==> src/rtl/sensor_trace_ctrl_if.sv <==
// Trace readout stream toward the CPA host: valid/ready with a last-sample marker.
interface sensor_trace_ctrl_if #(
   parameter int CODE_W = 7
);
   logic [CODE_W-1:0] rd_data;
   logic              rd_valid;
   logic              rd_ready;
   logic              rd_last;

   modport master (output rd_data, rd_valid, rd_last, input rd_ready);
   modport slave  (input rd_data, rd_valid, rd_last, output rd_ready);
endinterface

==> src/rtl/sensor_trace_ctrl.sv <==
// Acquisition sequencer for the delay-line power sensor: trigger, delay, decimated
// capture into a trace buffer, then streamed readout.
module sensor_trace_ctrl #(
   parameter int CODE_W = 7,
   parameter int ADDR_W = 8,
   parameter int DLY_W  = 16,
   parameter int DEC_W  = 4
) (
   input  logic                clkin,
   input  logic                rstin,
   input  logic                arm,
   input  logic                abort,
   input  logic                trig_in,
   input  logic [DLY_W-1:0]    cfg_delay,
   input  logic [ADDR_W:0]     cfg_len,
   input  logic [DEC_W-1:0]    cfg_decim,
   input  logic [CODE_W-1:0]   codedin,
   sensor_trace_ctrl_if.master rd,
   output logic                busy,
   output logic                done,
   output logic                trig_miss
);
   localparam int              DEPTH   = 1 << ADDR_W;
   localparam logic [ADDR_W:0] DEPTH_L = (ADDR_W+1)'(DEPTH);

   typedef enum logic [2:0] {IDLE, ARMED, DELAY, CAPTURE, READOUT} state_t;

   state_t             state_q, state_d;
   logic               trig_d_q;
   logic [DLY_W-1:0]   dly_q, dly_d, cdly_q, cdly_d;
   logic [DEC_W-1:0]   dec_q, dec_d, cdec_q, cdec_d;
   logic [ADDR_W:0]    wr_ptr_q, wr_ptr_d, rd_ptr_q, rd_ptr_d, len_q, len_d;
   logic               done_q, done_d, miss_q, miss_d;
   logic               wr_en, trig_edge, last;
   logic [ADDR_W:0]    wr_nxt, len_clamp;
   logic [CODE_W-1:0]  mem [DEPTH];

   assign trig_edge = trig_in & ~trig_d_q;
   assign wr_nxt    = wr_ptr_q + 1'b1;
   // Zero or oversize lengths both mean a full buffer.
   assign len_clamp = (cfg_len == '0 || cfg_len > DEPTH_L) ? DEPTH_L : cfg_len;
   assign last      = (state_q == READOUT) && (rd_ptr_q == len_q - 1'b1);

   always_comb begin
      state_d  = state_q;
      dly_d    = dly_q;
      dec_d    = dec_q;
      cdly_d   = cdly_q;
      cdec_d   = cdec_q;
      wr_ptr_d = wr_ptr_q;
      rd_ptr_d = rd_ptr_q;
      len_d    = len_q;
      done_d   = 1'b0;
      miss_d   = miss_q;
      wr_en    = 1'b0;
      if (trig_edge && state_q != ARMED) miss_d = 1'b1;
      case (state_q)
         IDLE: if (arm) begin
            cdly_d  = cfg_delay;
            cdec_d  = cfg_decim;
            len_d   = len_clamp;
            miss_d  = 1'b0;
            state_d = ARMED;
         end
         ARMED: if (trig_edge) begin
            dly_d   = cdly_q;
            state_d = DELAY;
         end
         DELAY: if (dly_q == '0) begin
            dec_d    = '0;
            wr_ptr_d = '0;
            state_d  = CAPTURE;
         end else begin
            dly_d = dly_q - 1'b1;
         end
         CAPTURE: if (dec_q == '0) begin
            wr_en    = 1'b1;
            dec_d    = cdec_q;
            wr_ptr_d = wr_nxt;
            if (wr_nxt == len_q) begin
               rd_ptr_d = '0;
               state_d  = READOUT;
            end
         end else begin
            dec_d = dec_q - 1'b1;
         end
         READOUT: if (rd.rd_ready) begin
            rd_ptr_d = rd_ptr_q + 1'b1;
            if (last) begin
               done_d  = 1'b1;
               state_d = IDLE;
            end
         end
         default: state_d = IDLE;
      endcase
      // Abort wins over everything and must not disturb the miss flag.
      if (abort) begin
         state_d = IDLE;
         done_d  = 1'b0;
         miss_d  = miss_q;
         wr_en   = 1'b0;
      end
   end

   always_ff @(posedge clkin or posedge rstin) begin
      if (rstin) begin
         state_q  <= IDLE;
         trig_d_q <= 1'b0;
         dly_q    <= '0;
         dec_q    <= '0;
         cdly_q   <= '0;
         cdec_q   <= '0;
         wr_ptr_q <= '0;
         rd_ptr_q <= '0;
         len_q    <= '0;
         done_q   <= 1'b0;
         miss_q   <= 1'b0;
      end else begin
         state_q  <= state_d;
         trig_d_q <= trig_in;
         dly_q    <= dly_d;
         dec_q    <= dec_d;
         cdly_q   <= cdly_d;
         cdec_q   <= cdec_d;
         wr_ptr_q <= wr_ptr_d;
         rd_ptr_q <= rd_ptr_d;
         len_q    <= len_d;
         done_q   <= done_d;
         miss_q   <= miss_d;
      end
   end

   always_ff @(posedge clkin) begin
      if (wr_en) mem[wr_ptr_q[ADDR_W-1:0]] <= codedin;
   end

   assign rd.rd_valid = (state_q == READOUT);
   assign rd.rd_last  = last;
   assign rd.rd_data  = (state_q == READOUT) ? mem[rd_ptr_q[ADDR_W-1:0]] : '0;
   assign busy        = (state_q != IDLE);
   assign done        = done_q;
   assign trig_miss   = miss_q;
endmodule
==> src/flat_wrapper.sv <==
// flat-port wrapper written by rule: the top's interface ports become plain ports
module sensor_trace_ctrl_flat 
#(
   parameter int CODE_W = 7,
   parameter int ADDR_W = 8,
   parameter int DLY_W  = 16,
   parameter int DEC_W  = 4
)
  (clkin, rstin, arm, abort, trig_in, cfg_delay, cfg_len, cfg_decim, codedin, busy, done, trig_miss, rd_rd_data, rd_rd_valid, rd_rd_last, rd_rd_ready);
  sensor_trace_ctrl_if #(.CODE_W(CODE_W)) rd_i ();
  input  logic clkin;
  input  logic rstin;
  input  logic arm;
  input  logic abort;
  input  logic trig_in;
  input  logic [DLY_W-1:0] cfg_delay;
  input  logic [ADDR_W:0] cfg_len;
  input  logic [DEC_W-1:0] cfg_decim;
  input  logic [CODE_W-1:0] codedin;
  output logic busy;
  output logic done;
  output logic trig_miss;
  output wire logic [$bits(rd_i.rd_data)-1:0] rd_rd_data;
  output wire logic [$bits(rd_i.rd_valid)-1:0] rd_rd_valid;
  output wire logic [$bits(rd_i.rd_last)-1:0] rd_rd_last;
  input wire logic [$bits(rd_i.rd_ready)-1:0] rd_rd_ready;
  assign rd_rd_data = rd_i.rd_data;
  assign rd_rd_valid = rd_i.rd_valid;
  assign rd_rd_last = rd_i.rd_last;
  assign rd_i.rd_ready = rd_rd_ready;
  sensor_trace_ctrl #(.CODE_W(CODE_W), .ADDR_W(ADDR_W), .DLY_W(DLY_W), .DEC_W(DEC_W)) u_core (.clkin(clkin), .rstin(rstin), .arm(arm), .abort(abort), .trig_in(trig_in), .cfg_delay(cfg_delay), .cfg_len(cfg_len), .cfg_decim(cfg_decim), .codedin(codedin), .rd(rd_i), .busy(busy), .done(done), .trig_miss(trig_miss));
endmodule
==> config.mk <==
export PLATFORM = sky130hd
export DESIGN_NAME = sensor_trace_ctrl_flat
export DESIGN_NICKNAME = d
export VERILOG_FILES = /design/src/rtl/sensor_trace_ctrl_if.sv /design/src/rtl/sensor_trace_ctrl.sv /design/src/flat_wrapper.sv
export SDC_FILE = /design/constraint.sdc
export NUM_CORES = 2
export LEC_CHECK = 0
export ABC_CLOCK_PERIOD_IN_PS = 3700
export CAP_MARGIN = 10
export CORE_MARGIN = 2
export CORE_UTILIZATION = 34
export CTS_CLUSTER_SIZE = 24
export DETAILED_ROUTE_END_ITERATION = 7
export GPL_TIMING_DRIVEN = 0
export PLACE_DENSITY = 0.56
export SETUP_SLACK_MARGIN = 0.5
export SYNTH_ARGS = -nofsm -noshare
export SYNTH_HDL_FRONTEND = slang
export SYNTH_SLANG_ARGS = --single-unit
==> constraint.sdc <==
create_clock -name clkin -period 3.7 [get_ports clkin]
set_input_delay 0.74 -clock clkin [delete_from_list [all_inputs] [get_ports clkin]]
set_output_delay 0.74 -clock clkin [all_outputs]
set_load 0.03 [all_outputs]
# Word-level counts from Yosys, hierarchy flattened
# Memory sizes are Yosys's and may differ from the RTL's.
# Cells that the tools add are included.
[totals] register_bits=73 mem_bits_rw=1792 output_inout_bits=12 memories=1
[mem_list] memory="u_core.mem" depth=256 word_bits=7 rd=1 rd_clocked_by_memory_dff=0 write_ports=1 line_no="sensor_trace_ctrl.sv:36" text="logic [CODE_W-1:0] mem [DEPTH];"
[op_classes] add_sub_neg=5 magnitude_cmp=1 n_eq_ne=20 n_mux=36 n_bitwise=2 n_reduce_logical=17
[ops] op="$mux 9" n=6
[ops] op="$pmux 9 s2" n=2
[ops] op="$mux 16" n=2
[ops] op="$pmux 16 s2" n=1
[ops] op="$mux 3" n=8
[ops] op="$add 9x1->9 const B" n=2
[ops] op="$eq 9x9->1" n=2
[ops] op="$ne 3x2->1 const B" n=6
[ops] op="$logic_not 16->1" n=1
[ops] op="$sub 16x1->16 const B" n=1
[ops] op="$pmux 3 s5" n=1
[ops] op="$mux 1" n=12
[ops] op="$ne 2x1->1 const B" n=5
[ops] op="$gt 9x9->1 const B" n=1
[ops] op="$logic_not 9->1" n=1
[ops] op="$sub 9x1->9 const B" n=1
[ops] op="$mux 4" n=2
[ops] op="$pmux 4 s2" n=1
[ops] op="$mux 7" n=1
[ops] op="$reduce_and 7->1" n=1
[ops] op="$eq 3x2->1 const B" n=2
[ops] op="$reduce_and 3->1" n=2
[ops] op="$reduce_bool 2->1" n=3
[ops] op="$logic_not 4->1" n=1
[ops] op="14 further kinds" n=16

# Longest topological paths before layout
[depth] word_depth=7 depth_mapped=12

# Least setup slack after synthesis
# Ideal clock, no wire load.
[synth_path] path_kind="register to output" startpoint="register u_core.rd_ptr_q[0]" endpoint="output port rd_rd_data[4]" arrival_ns=2.627 required_ns=2.960 path_slack_ns=0.333 stages_incl_launch_ff=12 n_path_buf=5 cell_sequence="dfrtp_1 -> buf_6 -> buf_8 -> buf_8 -> buf_8 -> buf_6 -> mux2i_1 -> o221ai_1 -> a21oi_1 -> nor3_1 -> nand3_1 -> o32ai_1"
[synth_via] elab_chain_len=2
[synth_rtl] element="start, declared" line_no="sensor_trace_ctrl.sv:32" text="logic [ADDR_W:0] wr_ptr_q, wr_ptr_d, rd_ptr_q, rd_ptr_d, len_q, len_d;"
[synth_rtl] element="start signal, assigned" line_no="sensor_trace_ctrl.sv:126" text="rd_ptr_q <= rd_ptr_d;"
[synth_rtl] element="$mem_v2 256x7"
[synth_rtl] element="$mux 7" line_no="sensor_trace_ctrl.sv:139" text="assign rd.rd_data = (state_q == READOUT) ? mem[rd_ptr_q[ADDR_W-1:0]] : '0;"
[synth_rtl] element="end, declared" line_no="flat_wrapper.sv:23" text="output wire logic [$bits(rd_i.rd_data)-1:0] rd_rd_data;"
# Every way passes these cells.

# Worst setup path in the final report
[layout_path] startpoint="register u_core.rd_ptr_q[2]" endpoint="output port rd_rd_data[5]"
# Same word-level chain as after synthesis.

==> flow_summary.html <==
<table>
<tr><th>Metric</th><th>Value</th></tr>
<tr><th colspan="2">Pwr</th></tr>
<tr><td>Fraction of power consumed by the clock network</td><td>about a third</td></tr>
<tr><td>Internal power consumption</td><td>between 30 and 40 mW</td></tr>
<tr><td>Switching Fraction</td><td>between 20% and 30%</td></tr>
<tr><td>Final Total Pwr</td><td>between 50 and 60 mW</td></tr>
<tr><td>Power density normalized to cell area</td><td>628 nW/um2</td></tr>
<tr><td>Sequential share of power</td><td>42.4%</td></tr>
<tr><td>Peak supply drop</td><td>0.000449 V</td></tr>
<tr><td>Total leakage power</td><td>approximately 27 nW</td></tr>
<tr><td>Portion of total power attributed to combinational logic</td><td>between 20% and 30%</td></tr>
<tr><td>Reported net switching power</td><td>between 15 and 20 mW</td></tr>
<tr><th colspan="2">Die</th></tr>
<tr><td>Width of the die</td><td>about 470 um</td></tr>
<tr><td>Die Y-Extent</td><td>472 um</td></tr>
<tr><td>Starting Density</td><td>between 30% and 40%</td></tr>
<tr><td>Ports</td><td>between 50 and 60</td></tr>
<tr><td>Cell row count</td><td>~170</td></tr>
<tr><td>Die area</td><td>about 220000 um2</td></tr>
<tr><td>Core area</td><td>~220000 um2</td></tr>
<tr><th colspan="2">STA</th></tr>
<tr><td>Final number of max-transition violations</td><td>0</td></tr>
<tr><td>Post-route clock period utilization</td><td>137%</td></tr>
<tr><td>Least-Margin Pin Slew</td><td>approximately 1.2 ns</td></tr>
<tr><td>Worst clock skew</td><td>0.0632 ns</td></tr>
<tr><td>RSZ-0062 raised after global routing</td><td>yes</td></tr>
<tr><td>Total count of hold-check failures in the final report</td><td>0</td></tr>
<tr><td>Final worst slack</td><td>-1.38 ns</td></tr>
<tr><td>Max Clock Freq</td><td>slightly below 200 MHz</td></tr>
<tr><td>Slew HR</td><td>between 20% and 30%</td></tr>
<tr><td>Worst hold margin</td><td>approximately 0.18 ns</td></tr>
<tr><td>Final setup fails</td><td>8</td></tr>
<tr><td>Shortest clock period the worst path allows after layout</td><td>5.08 ns</td></tr>
<tr><th colspan="2">Synth</th></tr>
<tr><td>Library cell occupying the most area in the post-synthesis netlist</td><td>sky130_fd_sc_hd__edfxtp_1</td></tr>
<tr><td>Library cells used by synthesis</td><td>76</td></tr>
<tr><td>Dominant cell by count in the synthesized netlist</td><td>sky130_fd_sc_hd__edfxtp_1</td></tr>
<tr><td>Number of synthesized flops with an enable pin</td><td>~1800</td></tr>
<tr><td>Yosys reg bits</td><td>1865</td></tr>
<tr><td>Synthesis Warnings</td><td>0</td></tr>
<tr><td>Gate Count Post-Synth</td><td>around 4000</td></tr>
<tr><td>Async S/R FF share, synth</td><td>3.91%</td></tr>
<tr><td>Dominant cells by area after synthesis</td><td>sky130_fd_sc_hd__edfxtp_1 72%, sky130_fd_sc_hd__mux4_2 9.4%, sky130_fd_sc_hd__mux2i_1 4.1%</td></tr>
<tr><td>Main flop type after synthesis</td><td>sky130_fd_sc_hd__edfxtp_1</td></tr>
<tr><td>Post-Syn Nets</td><td>4031</td></tr>
<tr><td>Commonest cells in the synthesized netlist</td><td>1792 x sky130_fd_sc_hd__edfxtp_1, 324 x sky130_fd_sc_hd__nor2_1, 312 x sky130_fd_sc_hd__mux4_2</td></tr>
<tr><td>Share of the yosys chip area belonging to registers</td><td>about three quarters</td></tr>
<tr><td>Avg Cell Area, Syn</td><td>18.8 um2</td></tr>
<tr><td>Area share of the leading cell type in the synthesized netlist</td><td>between 70% and 80%</td></tr>
<tr><td>Synth Cell Area</td><td>74600 um2</td></tr>
<tr><th colspan="2">Global routing</th></tr>
<tr><td>Vias in the first global route</td><td>41674</td></tr>
<tr><td>Overall fraction of global-route tracks in use</td><td>22.4%</td></tr>
<tr><td>Pin count of the biggest net entering global routing</td><td>between 150 and 200</td></tr>
<tr><td>Wire length of the first global-routing pass</td><td>roughly 340000 um</td></tr>
<tr><td>Total grt overflow</td><td>0</td></tr>
<tr><td>Number of antenna violations at the first check in global routing</td><td>5</td></tr>
<tr><th colspan="2">Layout</th></tr>
<tr><td>Area Overhead vs Synth</td><td>19.3%</td></tr>
<tr><td>Final layout net count</td><td>around 4400</td></tr>
<tr><td>Cell area after layout</td><td>89000 um2</td></tr>
<tr><td>Count of fill cells added during filler insertion</td><td>between 15000 and 20000</td></tr>
<tr><td>Share of final-layout standard cells stronger than drive strength 1</td><td>approximately 29%</td></tr>
<tr><th colspan="2">Worst setup path</th></tr>
<tr><td>Maximum net fanout on the critical path</td><td>10</td></tr>
<tr><td>Startpoint Class</td><td>flip-flop</td></tr>
<tr><td>Depth of the worst register-to-register path</td><td>5</td></tr>
<tr><td>CP top delay family</td><td>simple AND/OR/NAND/NOR gates</td></tr>
<tr><td>Crit path cell chain</td><td>clkbuf_2 &gt; clkbuf_2 &gt; nor2_2 &gt; a22oi_1 &gt; a21boi_0 &gt; nor3_1 &gt; o32ai_4 &gt; buf_6</td></tr>
<tr><td>Startpoint of the most critical register-to-register path</td><td>u_core.wr_ptr_q[3]</td></tr>
<tr><td>End of the worst register-to-register path</td><td>u_core.mem[193][4]</td></tr>
<tr><td>Worst Path Class, Setup</td><td>reg2out</td></tr>
<tr><td>Arrival time at the worst endpoint</td><td>4.34 ns</td></tr>
<tr><td>Worst Path Required</td><td>a little under 3 ns</td></tr>
<tr><td>Critical Path Most Common Cell</td><td>sky130_fd_sc_hd__clkbuf_2</td></tr>
<tr><td>Cell with the largest stage delay on the worst path</td><td>sky130_fd_sc_hd__nor2_2</td></tr>
<tr><td>CP endpoint kind</td><td>output port</td></tr>
<tr><td>Sum of buffers and inverters on the critical path</td><td>3</td></tr>
<tr><td>Largest stage delay on the critical path</td><td>approximately 0.87 ns</td></tr>
<tr><td>R2R setup slack</td><td>around 0.37 ns</td></tr>
<tr><th colspan="2">Placed design</th></tr>
<tr><td>Gpl congestion</td><td>a little over 0.9</td></tr>
<tr><td>Total half-perimeter wirelength after legalization and detailed placement</td><td>about 170000 um</td></tr>
<tr><td>Area after DPL</td><td>between 70000 and 80000 um2</td></tr>
<tr><td>Count of buffers inserted at the top-level ports</td><td>52</td></tr>
<tr><th colspan="2">Outcome</th></tr>
<tr><td>Violations in the final reports</td><td>negative setup slack</td></tr>
<tr><td>Outcome</td><td>finished with violations</td></tr>
<tr><th colspan="2">CTS</th></tr>
<tr><td>Total of hold buffers inserted after clock tree synthesis</td><td>0</td></tr>
<tr><td>Worst-skew pair later-pin latency</td><td>between 0.8 and 0.9 ns</td></tr>
<tr><td>CTS tree</td><td>built</td></tr>
<tr><td>Cell chosen for the clock root</td><td>sky130_fd_sc_hd__clkbuf_16</td></tr>
<tr><td>Clock buffers created by TritonCTS</td><td>190</td></tr>
<tr><td>H-tree depth reported by CTS</td><td>4</td></tr>
<tr><td>Maximum buffer depth of the clock tree</td><td>3</td></tr>
<tr><td>CTS clk-pin slew, worst paths</td><td>roughly 0.060 ns</td></tr>
<tr><td>Number of clock sinks</td><td>1865</td></tr>
<tr><th colspan="2">Drt</th></tr>
<tr><td>Length of the first detailed-routing pass in iterations</td><td>7</td></tr>
<tr><td>Number of remaining DRC errors</td><td>0</td></tr>
<tr><td>Routed vias</td><td>42599</td></tr>
<tr><td>Final antenna-violating net count</td><td>0</td></tr>
<tr><td>Vias per cell</td><td>a little under 6</td></tr>
<tr><td>Total detailed-routing wirelength</td><td>around 250000 um</td></tr>
<tr><td>Average routed wire per standard cell</td><td>roughly 35 um</td></tr>
<tr><td>Iter 0 DRT Violations</td><td>around 6000</td></tr>
<tr><th colspan="2">Min path</th></tr>
<tr><td>Hold/Removal Path Class</td><td>in2async</td></tr>
<tr><th colspan="2">Job</th></tr>
<tr><td>Number of maximum-capacitance violations</td><td>0</td></tr>
</table>
## metal layers
metal	vias up	track usage (%)	share of wire, %	wire [um]
li1	16980	-	-	-
met1	22603	30.4	40	101000
met2	2509	34.5	46	116000
met3	507	4.92	10	25500
met4	0	9.72	4.7	11900
met5	-	0	0	0
## cells in the final DEF (no fill, tap or decap), types with 34 or more instances in the layout
master,synthesis,layout
sky130_fd_sc_hd__clkbuf_2,0,39
sky130_fd_sc_hd__mux2i_1,309,304
sky130_fd_sc_hd__clkbuf_4,0,34
sky130_fd_sc_hd__dfrtp_1,73,73
sky130_fd_sc_hd__buf_4,11,69
sky130_fd_sc_hd__o22ai_1,67,62
sky130_fd_sc_hd__clkbuf_16,0,191
sky130_fd_sc_hd__edfxtp_1,1792,1792
sky130_fd_sc_hd__clkdlybuf4s50_1,0,35
sky130_fd_sc_hd__nor2_1,324,137
sky130_fd_sc_hd__clkinv_1,0,51
sky130_fd_sc_hd__nor2_4,0,123
sky130_fd_sc_hd__nor2_2,0,64
sky130_fd_sc_hd__o221ai_1,135,76
sky130_fd_sc_hd__buf_8,17,35
sky130_fd_sc_hd__o221ai_2,1,57
sky130_fd_sc_hd__clkbuf_1,125,74
sky130_fd_sc_hd__nand2_1,131,116
sky130_fd_sc_hd__mux4_2,312,316
sky130_fd_sc_hd__nor3_1,60,39
sky130_fd_sc_hd__o21ai_0,102,80
sky130_fd_sc_hd__a21oi_1,88,80
## worst max path at each step
stage / startpoint / endpoint / slack [ns] / cells after the start
6_report: u_core.rd_ptr_q[2] / rd_rd_data[5] / -1.38 / 8
5_1_grt: u_core.rd_ptr_q[0] / rd_rd_data[6] / -1.30 / 12
4_1_cts: u_core.rd_ptr_q[0] / rd_rd_data[3] / -1.26 / 8
3_5_place_dp: u_core.rd_ptr_q[1] / rd_rd_data[5] / -2.69 / 10
3_3_place_gp: codedin[2] / u_core.mem[84][2] / -6.48 / 1
2_1_floorplan: u_core.rd_ptr_q[0] / rd_rd_data[1] / 0.58 / 11
## power by group through the flow
| stage | Combinational (mW) | Sequential (mW) | Clock [mW] |
|---|---|---|---|
| finish | 13.1 | 23.7 | 19.0 |
| global route | 13.5 | 23.7 | 19.9 |
| CTS | 12.8 | 23.7 | 19.1 |
| detailed placement | 11.4 | 24.1 | 0 |
| global placement | 11.3 | 24.4 | 0 |
| floorplan | 7.24 | 24.1 | 0 |
## timing repair
action                      CTS  global route
setup endpoints to repair  1807          1668
resized for setup           675           281
buffers inserted             35            18
pin swaps                    40            21
gates cloned                  1             0
## cell type report
class / count / area [um2] / area share, %
buffer: 246 / 2520 / 2.84
clock inverter: 118 / 1140 / 1.28
sequential: 1865 / 55600 / 62.5
multi-input combinational: 1846 / 19600 / 22.0
inverter: 22 / 88.8 / 0.0998
clock buffer: 234 / 4950 / 5.56
timing repair buffer: 127 / 1530 / 1.72
tap: 2854 / 3570 / 4.01
antenna: 6 / 15.0 / 0.0169
## cells by family (layout without fill, tap and decap cells)
group / count (synthesis) / after routing / synth area share, %
xor gates and xnor gates: 25 / 25 / 0.312
other: 0 / 6 / 0
buffers and inverters: 268 / 747 / 2.21
DFF: 1865 / 1865 / 74.6
adders and majority gates: 10 / 10 / 0.168
AOI/OAI and AO/OA: 506 / 506 / 4.70
muxes: 651 / 651 / 14.2
and+or+nand+nor: 654 / 654 / 3.87
## metrics by stage
step                cells  utilization (%)  setup TNS, ns  worst slack [ns]
finish               7318             40.9          -9.07             -1.38
global route         7314             40.9          -9.09             -1.30
CTS                  7293             40.4          -8.71             -1.26
detailed placement   6905             36.4        -209.75             -2.69
global placement     6885             36.2              -             -6.48
floorplan            3979                -              0             0.576
## state kept, by name, summed over array words and instances, names as in the netlist
name and flops:
u_core.cdec_q 4, u_core.mem 1792, u_core.wr_ptr_q 9, u_core.dec_q 4, u_core.state_q 3, u_core.dly_q 16, u_core.cdly_q 16, u_core.len_q 9
u_core.trig_d_q 1, u_core.trig_miss 1, u_core.rd_ptr_q 9, u_core.done 1
(Power assumes the default switching activity.)
